<file path="config.mk">
export PLATFORM = sky130hd
export DESIGN_NAME = uart_tx_engine
export DESIGN_NICKNAME = d
export VERILOG_FILES = /design/src/rtl/uart_tx_engine.sv
export SDC_FILE = /design/constraint.sdc
export NUM_CORES = 1
export LEC_CHECK = 0
export BUFFER_PORTS_ARGS = -buffer_cell sky130_fd_sc_hd__clkbuf_2
export CORE_AREA = 2 2 120 110
export DETAILED_ROUTE_END_ITERATION = 10
export DIE_AREA = 0 0 122 112
export PLACE_DENSITY = 0.7
export SLEW_MARGIN = 20
export SYNTH_ARGS = -nofsm -noshare
export SYNTH_HDL_FRONTEND = slang
export SYNTH_SLANG_ARGS = --single-unit
</file>
<file path="constraint.sdc">
create_clock -name clk -period 3.65 [get_ports clk]
set_input_delay 0.73 -clock clk [delete_from_list [all_inputs] [get_ports clk]]
set_output_delay 0.73 -clock clk [all_outputs]
set_load 0.005 [all_outputs]
</file>
<file path="src/rtl/uart_tx_engine.sv">
// UART transmit engine: a small character FIFO feeding a runtime-configurable
// serialiser (5-8 data bits, optional parity, 1/1.5/2 stop bits, MSB/LSB first).
module uart_tx_engine #(
   parameter int CHAR_LENGTH = 8,
   parameter int FIFO_DEPTH  = 4,
   parameter int DIV_WIDTH   = 16
) (
   input  logic                          clk,
   input  logic                          rst,
   input  logic [DIV_WIDTH-1:0]          cfg_baud_div,
   input  logic [3:0]                    cfg_oversampling,
   input  logic [3:0]                    cfg_uart_type,
   input  logic                          cfg_parity_en,
   input  logic                          cfg_parity_odd,
   input  logic [1:0]                    cfg_stop_bit,
   input  logic                          cfg_msb_first,
   input  logic                          s_valid,
   output logic                          s_ready,
   input  logic [CHAR_LENGTH-1:0]        s_data,
   output logic                          tx,
   output logic                          busy,
   output logic [$clog2(FIFO_DEPTH):0]   fifo_count,
   output logic                          frame_done
);

   localparam int AW = $clog2(FIFO_DEPTH);
   localparam int CW = AW + 1;

   typedef enum logic [2:0] {IDLE, START, DATA, PARITY, STOP} state_t;

   logic [CHAR_LENGTH-1:0] mem_q [FIFO_DEPTH];
   logic [AW-1:0]          wr_ptr_q, rd_ptr_q;
   logic [CW-1:0]          count_q;
   logic                   push, pop;

   state_t                 state_q, state_d;
   logic [DIV_WIDTH-1:0]   tick_q, div_q;
   logic [4:0]             sub_q, stop_q, limit;
   logic [3:0]             bit_q, n_q, os_q;
   logic [CHAR_LENGTH-1:0] sh_q;
   logic                   par_en_q, par_bit_q, msb_q;
   logic                   tx_q, tx_d, busy_q, done_pend_q, frame_done_q;
   logic                   tick, bit_end, start_frame, stop_end, can_start;

   logic [DIV_WIDTH-1:0]   div_eff;
   logic [3:0]             os_eff, n_eff;
   logic [4:0]             stop_eff;
   logic [CHAR_LENGTH-1:0] rd_data, s_masked, s_aligned;

   assign s_ready    = (count_q < CW'(FIFO_DEPTH));
   assign push       = s_valid && s_ready;
   assign rd_data    = mem_q[rd_ptr_q];
   assign fifo_count = count_q;
   assign tx         = tx_q;
   assign busy       = busy_q;
   assign frame_done = frame_done_q;
   assign can_start  = (count_q != '0) && (cfg_uart_type != 4'd0);

   always_ff @(posedge clk) begin
      if (push) mem_q[wr_ptr_q] <= s_data;
   end

   always_ff @(posedge clk) begin
      if (rst) begin
         wr_ptr_q <= '0;
         rd_ptr_q <= '0;
         count_q  <= '0;
      end else begin
         if (push) wr_ptr_q <= wr_ptr_q + AW'(1);
         if (pop)  rd_ptr_q <= rd_ptr_q + AW'(1);
         if (push && !pop)      count_q <= count_q + CW'(1);
         else if (pop && !push) count_q <= count_q - CW'(1);
      end
   end

   // Sanitise the live configuration; it is only captured on a frame start.
   always_comb begin
      div_eff = (cfg_baud_div == '0) ? DIV_WIDTH'(1) : cfg_baud_div;
      case (cfg_oversampling)
         4'd4, 4'd6, 4'd8: os_eff = cfg_oversampling;
         default:          os_eff = 4'd2;
      endcase
      case (cfg_uart_type)
         4'd5, 4'd6, 4'd7, 4'd8: n_eff = cfg_uart_type;
         default:                n_eff = 4'd8;
      endcase
      if (int'(n_eff) > CHAR_LENGTH) n_eff = 4'(CHAR_LENGTH);
      case (cfg_stop_bit)
         2'd0:    stop_eff = {1'b0, os_eff} + {2'b00, os_eff[3:1]};
         2'd2:    stop_eff = {os_eff, 1'b0};
         default: stop_eff = {1'b0, os_eff};
      endcase
      for (int i = 0; i < CHAR_LENGTH; i++) begin
         s_masked[i] = rd_data[i] & (i < int'(n_eff));
      end
      // MSB-first frames are left-aligned so the shifter always sends its top bit.
      s_aligned = s_masked << (CHAR_LENGTH - int'(n_eff));
   end

   assign limit   = (state_q == STOP) ? stop_q : {1'b0, os_q};
   assign tick    = (tick_q == div_q - DIV_WIDTH'(1));
   assign bit_end = tick && (sub_q == limit - 5'd1);

   always_comb begin
      state_d     = state_q;
      pop         = 1'b0;
      start_frame = 1'b0;
      stop_end    = 1'b0;
      tx_d        = 1'b1;
      case (state_q)
         IDLE: begin
            if (can_start) begin
               pop         = 1'b1;
               start_frame = 1'b1;
               state_d     = START;
            end
         end
         START: begin
            tx_d = 1'b0;
            if (bit_end) state_d = DATA;
         end
         DATA: begin
            tx_d = msb_q ? sh_q[CHAR_LENGTH-1] : sh_q[0];
            if (bit_end && (bit_q == n_q - 4'd1)) state_d = par_en_q ? PARITY : STOP;
         end
         PARITY: begin
            tx_d = par_bit_q;
            if (bit_end) state_d = STOP;
         end
         STOP: begin
            if (bit_end) begin
               stop_end = 1'b1;
               if (can_start) begin
                  pop         = 1'b1;
                  start_frame = 1'b1;
                  state_d     = START;
               end else begin
                  state_d = IDLE;
               end
            end
         end
         default: state_d = IDLE;
      endcase
   end

   // Line outputs lag the state by one register so tx, busy and frame_done align.
   always_ff @(posedge clk) begin
      if (rst) begin
         state_q      <= IDLE;
         tick_q       <= '0;
         sub_q        <= '0;
         bit_q        <= '0;
         div_q        <= DIV_WIDTH'(1);
         os_q         <= 4'd2;
         n_q          <= 4'd8;
         stop_q       <= 5'd2;
         par_en_q     <= 1'b0;
         par_bit_q    <= 1'b0;
         msb_q        <= 1'b0;
         sh_q         <= '0;
         tx_q         <= 1'b1;
         busy_q       <= 1'b0;
         done_pend_q  <= 1'b0;
         frame_done_q <= 1'b0;
      end else begin
         state_q      <= state_d;
         tx_q         <= tx_d;
         busy_q       <= (state_q != IDLE);
         done_pend_q  <= stop_end;
         frame_done_q <= done_pend_q;
         if (start_frame) begin
            tick_q    <= '0;
            sub_q     <= '0;
            bit_q     <= '0;
            div_q     <= div_eff;
            os_q      <= os_eff;
            n_q       <= n_eff;
            stop_q    <= stop_eff;
            par_en_q  <= cfg_parity_en;
            par_bit_q <= (^s_masked) ^ cfg_parity_odd;
            msb_q     <= cfg_msb_first;
            sh_q      <= cfg_msb_first ? s_aligned : s_masked;
         end else if (state_q != IDLE) begin
            if (tick) begin
               tick_q <= '0;
               if (bit_end) begin
                  sub_q <= '0;
                  if (state_q == DATA) begin
                     bit_q <= bit_q + 4'd1;
                     sh_q  <= msb_q ? (sh_q << 1) : (sh_q >> 1);
                  end
               end else begin
                  sub_q <= sub_q + 5'd1;
               end
            end else begin
               tick_q <= tick_q + DIV_WIDTH'(1);
            end
         end
      end
   end

endmodule

</file>
Yosys cells after proc, flatten, opt, wreduce, memory -nomap -nowiden

Memories as Yosys holds them, arrays and structs flattened. A register that Yosys moved wholly into a read port is not among the register bits.
Index checks and enable logic that the tools add are counted.

Register bits after elaboration: 79
Memory bits (writable): 32
Input bits: 40
Output and inout bits: 7
Word-level logic and storage cells: 136
Memories kept: 1

Add/sub/neg operators: 12
$lt $le $gt $ge: 10
Eq/ne operators: 20
Shift-type cells: 1
Mux-type cells: 35
Bitwise operators: 10
Reductions and logical operators: 28

Memories:

| memory | words | width | read ports | clocked after memory_dff | write ports | line | source |
|---|---|---|---|---|---|---|---|
| mem_q  | 4     | 8     | 1          | 1                        | 1           | 31   | `logic [CHAR_LENGTH-1:0] mem_q [FIFO_DEPTH];` |

Operators with widths:

| operator                | count |
|---|---|
| $mux W8                 | 7 |
| $mux W16                | 2 |
| $shl A8 B32 Y8          | 1 |
| $mux W3                 | 8 |
| $eq A4 B3 Y1 const B    | 5 |
| $add A16 B1 Y16 const B | 1 |
| $eq A16 B16 Y1          | 1 |
| $logic_not A16 Y1       | 1 |
| $lt A3 B4 Y1 const A    | 4 |
| $sub A16 B1 Y16 const B | 1 |
| $pmux W3 S5             | 1 |
| $mux W4                 | 3 |
| $mux W5                 | 2 |
| $ne A2 B2 Y1 const B    | 5 |
| $pmux W5 S2             | 1 |
| $reduce_bool A2 Y1      | 5 |
| $and A1 B1 Y1           | 8 |
| $eq A4 B4 Y1 const B    | 2 |
| $lt A1 B4 Y1 const A    | 2 |
| $lt A2 B4 Y1 const A    | 2 |
| $reduce_and A4 Y1       | 2 |
| $reduce_xor A8 Y1       | 1 |
| $mux W1                 | 7 |
| $eq A3 B2 Y1 const B    | 2 |
| other kinds (32)        | 42 |

Logic depth before layout (Yosys ltp)

Gate-level depths: netlist of run 1.

Word-level depth: 10
Mapped depth: 19
Depth with buffers taken out: 15

Worst setup path after synthesis of run 1

OpenSTA, ideal clock, no wires.

Path kind: register to register
Start: register state_q[0]
End: register count_q[2], in the netlist fifo_count[2]
Library setup time: 0.070 ns
Data arrival time: 3.909 ns
Required time: 3.580 ns
Path slack: -0.329 ns
Stages on the path, launching flop included: 20
Path buffers: 4
Clock period less this slack: 3.979 ns
Cells stage by stage: dfxtp_1 buf_2 or3b_1 buf_2 mux2i_1 ha_1 nor3b_1 xnor2_1 o21ai_0 xor2_1 nor4_1 a31oi_4 buf_2 buf_2 ha_1 inv_1 fa_1 xor2_1 or3_1 a21oi_1

Longest elaborated chain between the ends: 10
Elaborated cells on any way between the ends: 13
Classes of those cells: add/sub: 1; eq/ne: 2; mux: 4; reduce/logical: 6

Ends and longest elaborated chain:

| item                                                 | line     | source |
|---|---|---|
| start: declaration                                   | 36       | `state_t state_q, state_d;` |
| start signal: assignment                             | 166      | `state_q <= state_d;` |
| $eq A3 B3 Y1                                         | 100, 110 |  |
| $mux W5                                              | 100      | `assign limit = (state_q == STOP) ? stop_q : {1'b0, os_q};` |
| $sub A5 B1 Y5                                        | 102      | `assign bit_end = tick && (sub_q == limit - 5'd1);` |
| $eq A5 B5 Y1                                         | 102      |  |
| $logic_and A1 B1 Y1                                  | 102      |  |
| $mux W1                                              | 131      | `if (bit_end) begin` |
| $pmux W1 S2 *                                        | 110      | `case (state_q)` |
| $logic_not A1 Y1                                     | 71       | `if (push && !pop) count_q <= count_q + CW'(1);` |
| $logic_and A1 B1 Y1                                  | 71       |  |
| $mux W3 / $reduce_bool A2 Y1 (equally long branches) | --       |  |
| end signal: assignment                               | 71       |  |
| end signal: assignment                               | 72       | `else if (pop && !push) count_q <= count_q - CW'(1);` |
| end: declaration                                     | 33       | `logic [CW-1:0] count_q;` |

Mark *: on every way between the ends. The rest lies on a longest branch, timed or not.
A chain may end at the register's enable or synchronous reset.

Worst setup path in the final report of run 1

Start: register div_q[1]
End: register count_q[2], in the netlist fifo_count[2]

Longest elaborated chain between the ends: 8
Elaborated cells on any way between the ends: 10
Classes of those cells: add/sub: 1; eq/ne: 1; mux: 3; reduce/logical: 5

Ends and longest elaborated chain:

| item                                                 | line | source |
|---|---|---|
| start: declaration                                   | 37   | `logic [DIV_WIDTH-1:0] tick_q, div_q;` |
| start signal: assignment                             | 175  | `div_q <= div_eff;` |
| $sub A16 B1 Y16 *                                    | 101  | `assign tick = (tick_q == div_q - DIV_WIDTH'(1));` |
| $eq A16 B16 Y1 *                                     | 101  |  |
| $logic_and A1 B1 Y1 *                                | 102  |  |
| $mux W1 *                                            | 131  |  |
| $pmux W1 S2 *                                        | 110  |  |
| $logic_not A1 Y1                                     | 71   |  |
| $logic_and A1 B1 Y1                                  | 71   |  |
| $mux W3 / $reduce_bool A2 Y1 (equally long branches) | --   |  |

Marks and branches as above.

==> results.cfg, run 1 <==
[outcome]
outcome = finished clean

[clocking]
cts.sinks = 113
cts.clk_slew.worst_paths_ns = 0.05
htree_levels = 4
clk_latency_ns = 0.42
cts_made_buffers = 17
cts_tree = yes
postCtsSetupBuffers = 0
root_buffer = clkbuf_16
cts.path.max_buffers = 2

[logic_synthesis]
synth-edff-count = 32
synth_top_family_by_area = simple AND/OR/NAND/NOR gates
synth_xor_area_frac = 0.09195
synth_cell_types = 74
syn_area_um2 = 6096
yosysTopAreaCell = dfxtp_1
ys_ff_latch = 113
yosysMostFrequentCell = dfxtp_1
synth-async-reset-ratio = 0
synth_cells = 610
synth_top_area_frac = 0.2660
synth_compound_area_frac = 0.1234
synthAdderAreaFrac = 0.04146
synth_simple_gate_area_share = 0.1788
synth_common_cells = dfxtp_1 (81), nor2_1 (68), xnor2_1 (39)
synth_area_per_cell_um2 = 9.993
ys_seq_area_frac = 0.4236
syn_nets = 669
synthMuxAreaShare = 0.1008
synth-warning-count = 0
synth_ff_type = dfxtp_1
yosys-top-cells-area = dfxtp_1 (27%), edfxtp_1 (16%), xnor2_1 (5.6%)

[final_layout]
final.fill_count = 1072
fin_nets = 721
drive_above_1_share = 0.2000
multi_input_area_um2 = 3321
synthToLayoutAreaGrowth_pct = 18.58
seq_area_um2 = 2582
antenna_cells = 0

[global_routing]
antenna_found_initial = 0
grt_pass1_vias = 4675
grt_usage = 0.2108
grt_max_degree = 43
grt_pass1_wl_mm = 22.56
gr-total-overflow = 0

[sta]
finalMaxSlewViolations = 0
rsz0062_at_grt = true
hold_viol_final = 0
min_period_over_period = 0.9629
fin_skew_ns = 0.01232
hold_slack_ns = 0.4390
period_minus_slack_ns = 3.514
fin_setup_tns_ns = 0
setup_viol = 0
tightest_slew_ns = 0.6750
relSlewSlack = 0.5500
fmax_mhz = 284.5

[job]
max_cap_viol_count = 0

[floorplanning]
die_y_um = 112
die_w_um = 122
dieArea_um2 = 13660
fp.coreArea_um2 = 12440
ios = 47
initial_core_util = 0.4899
rows = 39

[hold_path]
hold_path_class = register to register
whs_path_depth = 1
min_to = frame_done
hp-start = done_pend_q

[setup_path]
end_kind = register
required_ns = 3.98
startpoint_type = register
worstSetupPathType = register to register
worstPathArrival_ns = 3.85
reg2reg_slack_ns = 0.14
path_max_fanout = 5
crit-reg2reg-launch = div_q[1]
r2r-end = fifo_count[2]
ff2ff_path_depth = 14

[route]
drt_first_pass_iters = 4
drc = 0
drt-total-wl_mm = 13.23
wire_per_inst_um = 15.77
via_per_inst = 5.573
drt-initial-drc-count = 280
antenna_left = 0
dr_total_vias = 4676

[power_and_ir_drop]
combPwrFrac = 0.343
p_sw_frac = 0.3287
vdd_ir_drop_max_mv = 0.5622
p_leak_uw = 0.002864
pwr-share-clk = 0.335
pwr_density_cell_nw_per_um2 = 732.9
pwr-share-seq = 0.322
internal_power_uw = 3557
p_switching_uw = 1741
p_total_uw = 5298

[placed_design]
dp_hpwl_mm = 9.366
gp_congestion = 0.8726
port_buffers = 46
## through the flow
stage	util	setup slack (ns)	std cells	cell area [um^2]
finish	0.5809	0.1355	839	7228
global route	0.5809	-0.09281	839	7228
detailed placement	0.5283	0.08098	807	6574
floorplan	-	-0.007951	610	6160
global placement	0.5283	0.1749	807	6574
CTS	0.5798	0.05716	839	7214
## state kept, by name (all words and copies together), names as in the netlist, named ones only
signal	cells
bit_q	4
busy	1
div_q	16
done_pend_q	1
fifo_count	3
frame_done	1
mem_q	32
msb_q	1
n_q	4
os_q	4
par_bit_q	1
par_en_q	1
rd_ptr_q	2
sh_q	8
state_q	3
stop_q	5
sub_q	5
tick_q	16
tx	1
wr_ptr_q	2
## how the worst max path moves through the flow
stage / from / to / slack (ns) / depth (start not counted)
floorplan: state_q[1] / fifo_count[2] / -0.008 / 19
global placement: state_q[1] / div_q[3] / 0.17 / 12
detailed placement: div_q[1] / fifo_count[2] / 0.08 / 14
CTS: div_q[0] / fifo_count[2] / 0.06 / 14
global route: state_q[1] / fifo_count[2] / -0.09 / 15
finish: div_q[1] / fifo_count[2] / 0.14 / 14
## worst max-delay path, stage by stage, from the launching register on
cell      delay [ns]
dfxtp_1         0.35
inv_1           0.07
ha_1            0.24
or4b_2          0.60
and4_1          0.22
o21bai_1        0.17
a211oi_1        0.09
and4bb_1        0.27
a31oi_4         0.26
ha_4            0.18
inv_2           0.04
fa_2            0.34
xor2_1          0.16
or3_1           0.31
a21oi_1         0.14
## power by group through the flow
stage,logic [uW],registers [uW],clock network [uW]
6_report,1820,1700,1780
5_1_grt,2000,1740,1860
4_1_cts,1800,1700,1810
3_5_place_dp,1790,1730,0
3_3_place_gp,1750,1720,0
2_1_floorplan,1430,1650,0
## per-layer routing
layer  track usage  vias up  share of wire
li1              -     2329              -
met1        0.2799     2241           0.46
met2        0.3277       91           0.48
met3       0.05635       15          0.038
met4       0.08276        0          0.014
met5             0        -              0
## cell usage in the layout, fill, tap and decap left out, drive strengths merged, types with 5 or more instances in the layout
master  instances
nand2          27
buf            19
dfxtp          81
and2            6
nor4            8
nor2           68
a21oi          24
a22o           12
mux2            9
or3             7
mux2i          31
and3            7
clkbuf         69
a31oi           6
a211oi         10
o21ai          18
inv            24
edfxtp         32
nor3           21
nand3          16
xor2           25
clkinv          6
xnor2          39
nand4          10
ha             17
mux4            9
nand2b          5
## what timing repair did
item,CTS,global route
setup endpoints to repair,0,19
resized for setup,0,3
hold buffers,0,0
endpoints found under the hold margin,0,0
## logic make-up after synthesis
group / Yosys count
simple gates: 203
xor+xnor: 64
fa+ha+maj: 19
compound gates: 104
other cells: 1
flops: 113
mux: 49
buf+inv: 57
## final cells by class
class                   count  area share
well taps                 164     0.02839
inverters                  25     0.01298
multi-input cells         440      0.4594
clock buffers              23     0.06751
flip-flops and latches    113      0.3573
repair buffers             65     0.05331
clock inverters             9     0.02112
Note: power is estimated with default switching activity, not from simulation.
==> inputs of run 2 (changes only) <==
--- a/config.mk
+++ b/config.mk
@@ -9,6 +9,7 @@
 export CORE_AREA = 2 2 120 110
 export DETAILED_ROUTE_END_ITERATION = 10
 export DIE_AREA = 0 0 122 112
+export MAX_ROUTING_LAYER = met4
 export PLACE_DENSITY = 0.7
 export SLEW_MARGIN = 20
 export SYNTH_ARGS = -nofsm -noshare
==> run 2 against run 1 <==
Count of clock-buffer cells in the layout fell by 1. Sequential share of layout area hardly changed. Highest routed layer unchanged. Cell area is 0.14% lower. Non-clock buffer count did not move. Power is 1.6% lower. Utilization shrank 0.081 points. Maximum frequency grew 1.2%. Routed wire length is 1.1% higher. Cell count unchanged. Setup slack better by 0.042 ns.
==> results.cfg, run 2 (same netlist as run 1, synthesis figures left out) <==
[final_layout]
largest_reg_flops = 32
fin_nets = 721
drive_above_1_share = 0.2030
synthToLayoutAreaGrowth_pct = 18.41
top_register = mem_q
final_cell_mix = dfxtp_1 (81), nor2_1 (67), clkbuf_2 (46)
antenna_cells = 0
fin_util = 0.5801
final_common_cell = dfxtp_1
reg_top3 = mem_q x32, div_q x16, tick_q x16

[route]
wire_per_inst_um = 15.94
drc = 0
drt_first_pass_iters = 7
drt-total-wl_mm = 13.38
dr_total_vias = 4682
antenna_left = 0
highest_layer = met4
wl_met2_mm = 6.431
drt-initial-drc-count = 304
via_per_inst = 5.580
met1_length_mm = 6.245
wl_met3_um = 539

[global_routing]
grt_max_degree = 43
grt_pass1_wl_mm = 22.34
antenna_found_initial = 0
gr-total-overflow = 0
grt_pass1_vias = 4597
grt_usage = 0.2167

[sta]
worst_slack_ns = 0.1779
rsz0062_at_grt = false
relSlewSlack = 0.5385
hold_viol_final = 0
fmax_mhz = 288.0
setup_viol = 0
hold_slack_ns = 0.4439
finalMaxSlewViolations = 0
fin_skew_ns = 0.008096
period_minus_slack_ns = 3.472
min_period_over_period = 0.9513
tightest_slew_ns = 0.6748

[floorplanning]
dieArea_um2 = 13660
initial_core_util = 0.4899
rows = 39
fp.coreArea_um2 = 12440
die_y_um = 112
die_w_um = 122
ios = 47

[placed_design]
dp_hpwl_mm = 9.576
gp_congestion = 0.8876
port_buffers = 46
dp_slack_ns = 0.04821

[setup_path]
startpoint_type = register
worstPathArrival_ns = 3.82
path_max_fanout = 5
worstSetupPathType = register to register
end_kind = register
required_ns = 4.00

[power_and_ir_drop]
vdd_ir_drop_max_mv = 0.4417
p_leak_uw = 0.002849
p_total_uw = 5212
pwr_density_cell_nw_per_um2 = 722.1

[clocking]
cts.clk_slew.worst_paths_ns = 0.05
htree_levels = 4
cts.path.max_buffers = 2
cts_made_buffers = 17
root_buffer = clkbuf_16
cts_tree = yes
clk_latency_ns = 0.41
cts.sinks = 113

[hold_path]
hold_path_class = register to register

[outcome]
outcome = finished clean

[job]
max_cap_viol_count = 0
run 2: final cells by class:
type                       instances  area, um^2
timing repair buffer              65       385.4
clock buffer                      22       464.2
inverter                          25       93.84
sequential                       113        2582
fill                            1092        5225
tap                              164       205.2
multi-input combinational        440        3352
clock inverter                    10       135.1
run 2: critical path, cell delays in order (launching register included):
cell	delay [ns]
dfxtp_1	0.36
inv_1	0.10
ha_1	0.24
or4b_2	0.60
and4_1	0.23
o21bai_2	0.14
a211oi_1	0.09
and4bb_1	0.27
a31oi_4	0.23
ha_4	0.17
inv_2	0.04
fa_2	0.34
xor2_1	0.15
or3_1	0.31
a21oi_1	0.12
run 2: path summary, 6_finish.rpt:
path / from / to / slack, ns / cells after the start
setup / recovery: div_q[0] / fifo_count[2] / 0.18 / 14
hold reg to reg: done_pend_q / frame_done / 0.44 / 1
hold / removal: done_pend_q / frame_done / 0.44 / 1
setup reg to reg: div_q[0] / fifo_count[2] / 0.18 / 14
run 2: timing repair:
action,CTS,global route
resized for setup,0,9
setup buffers,0,1
setup endpoints to repair,0,30
hold buffers,0,0
run 2: where the power goes:
group / total [uW] / switching, uW / internal (uW)
clock network: 1660 / 559 / 1100
registers: 1710 / 217 / 1500
logic: 1840 / 976 / 861
total: 5210 / 1750 / 3460
run 2: per-stage QoR:
stage / TNS, ns / area [um^2] / std cells
2_1_floorplan: -0.007951 / 6160 / 610
3_3_place_gp: 0 / 6566 / 806
3_5_place_dp: 0 / 6566 / 806
4_1_cts: 0 / 7166 / 838
5_1_grt: 0 / 7218 / 839
6_report: 0 / 7218 / 839
run 2: per-layer routing:
metal  global-route usage  vias up
met1               0.2768     2241
met5                    -        -
li1                     -     2324
met4              0.06820        0
met2               0.3367      104
met3              0.05686       13
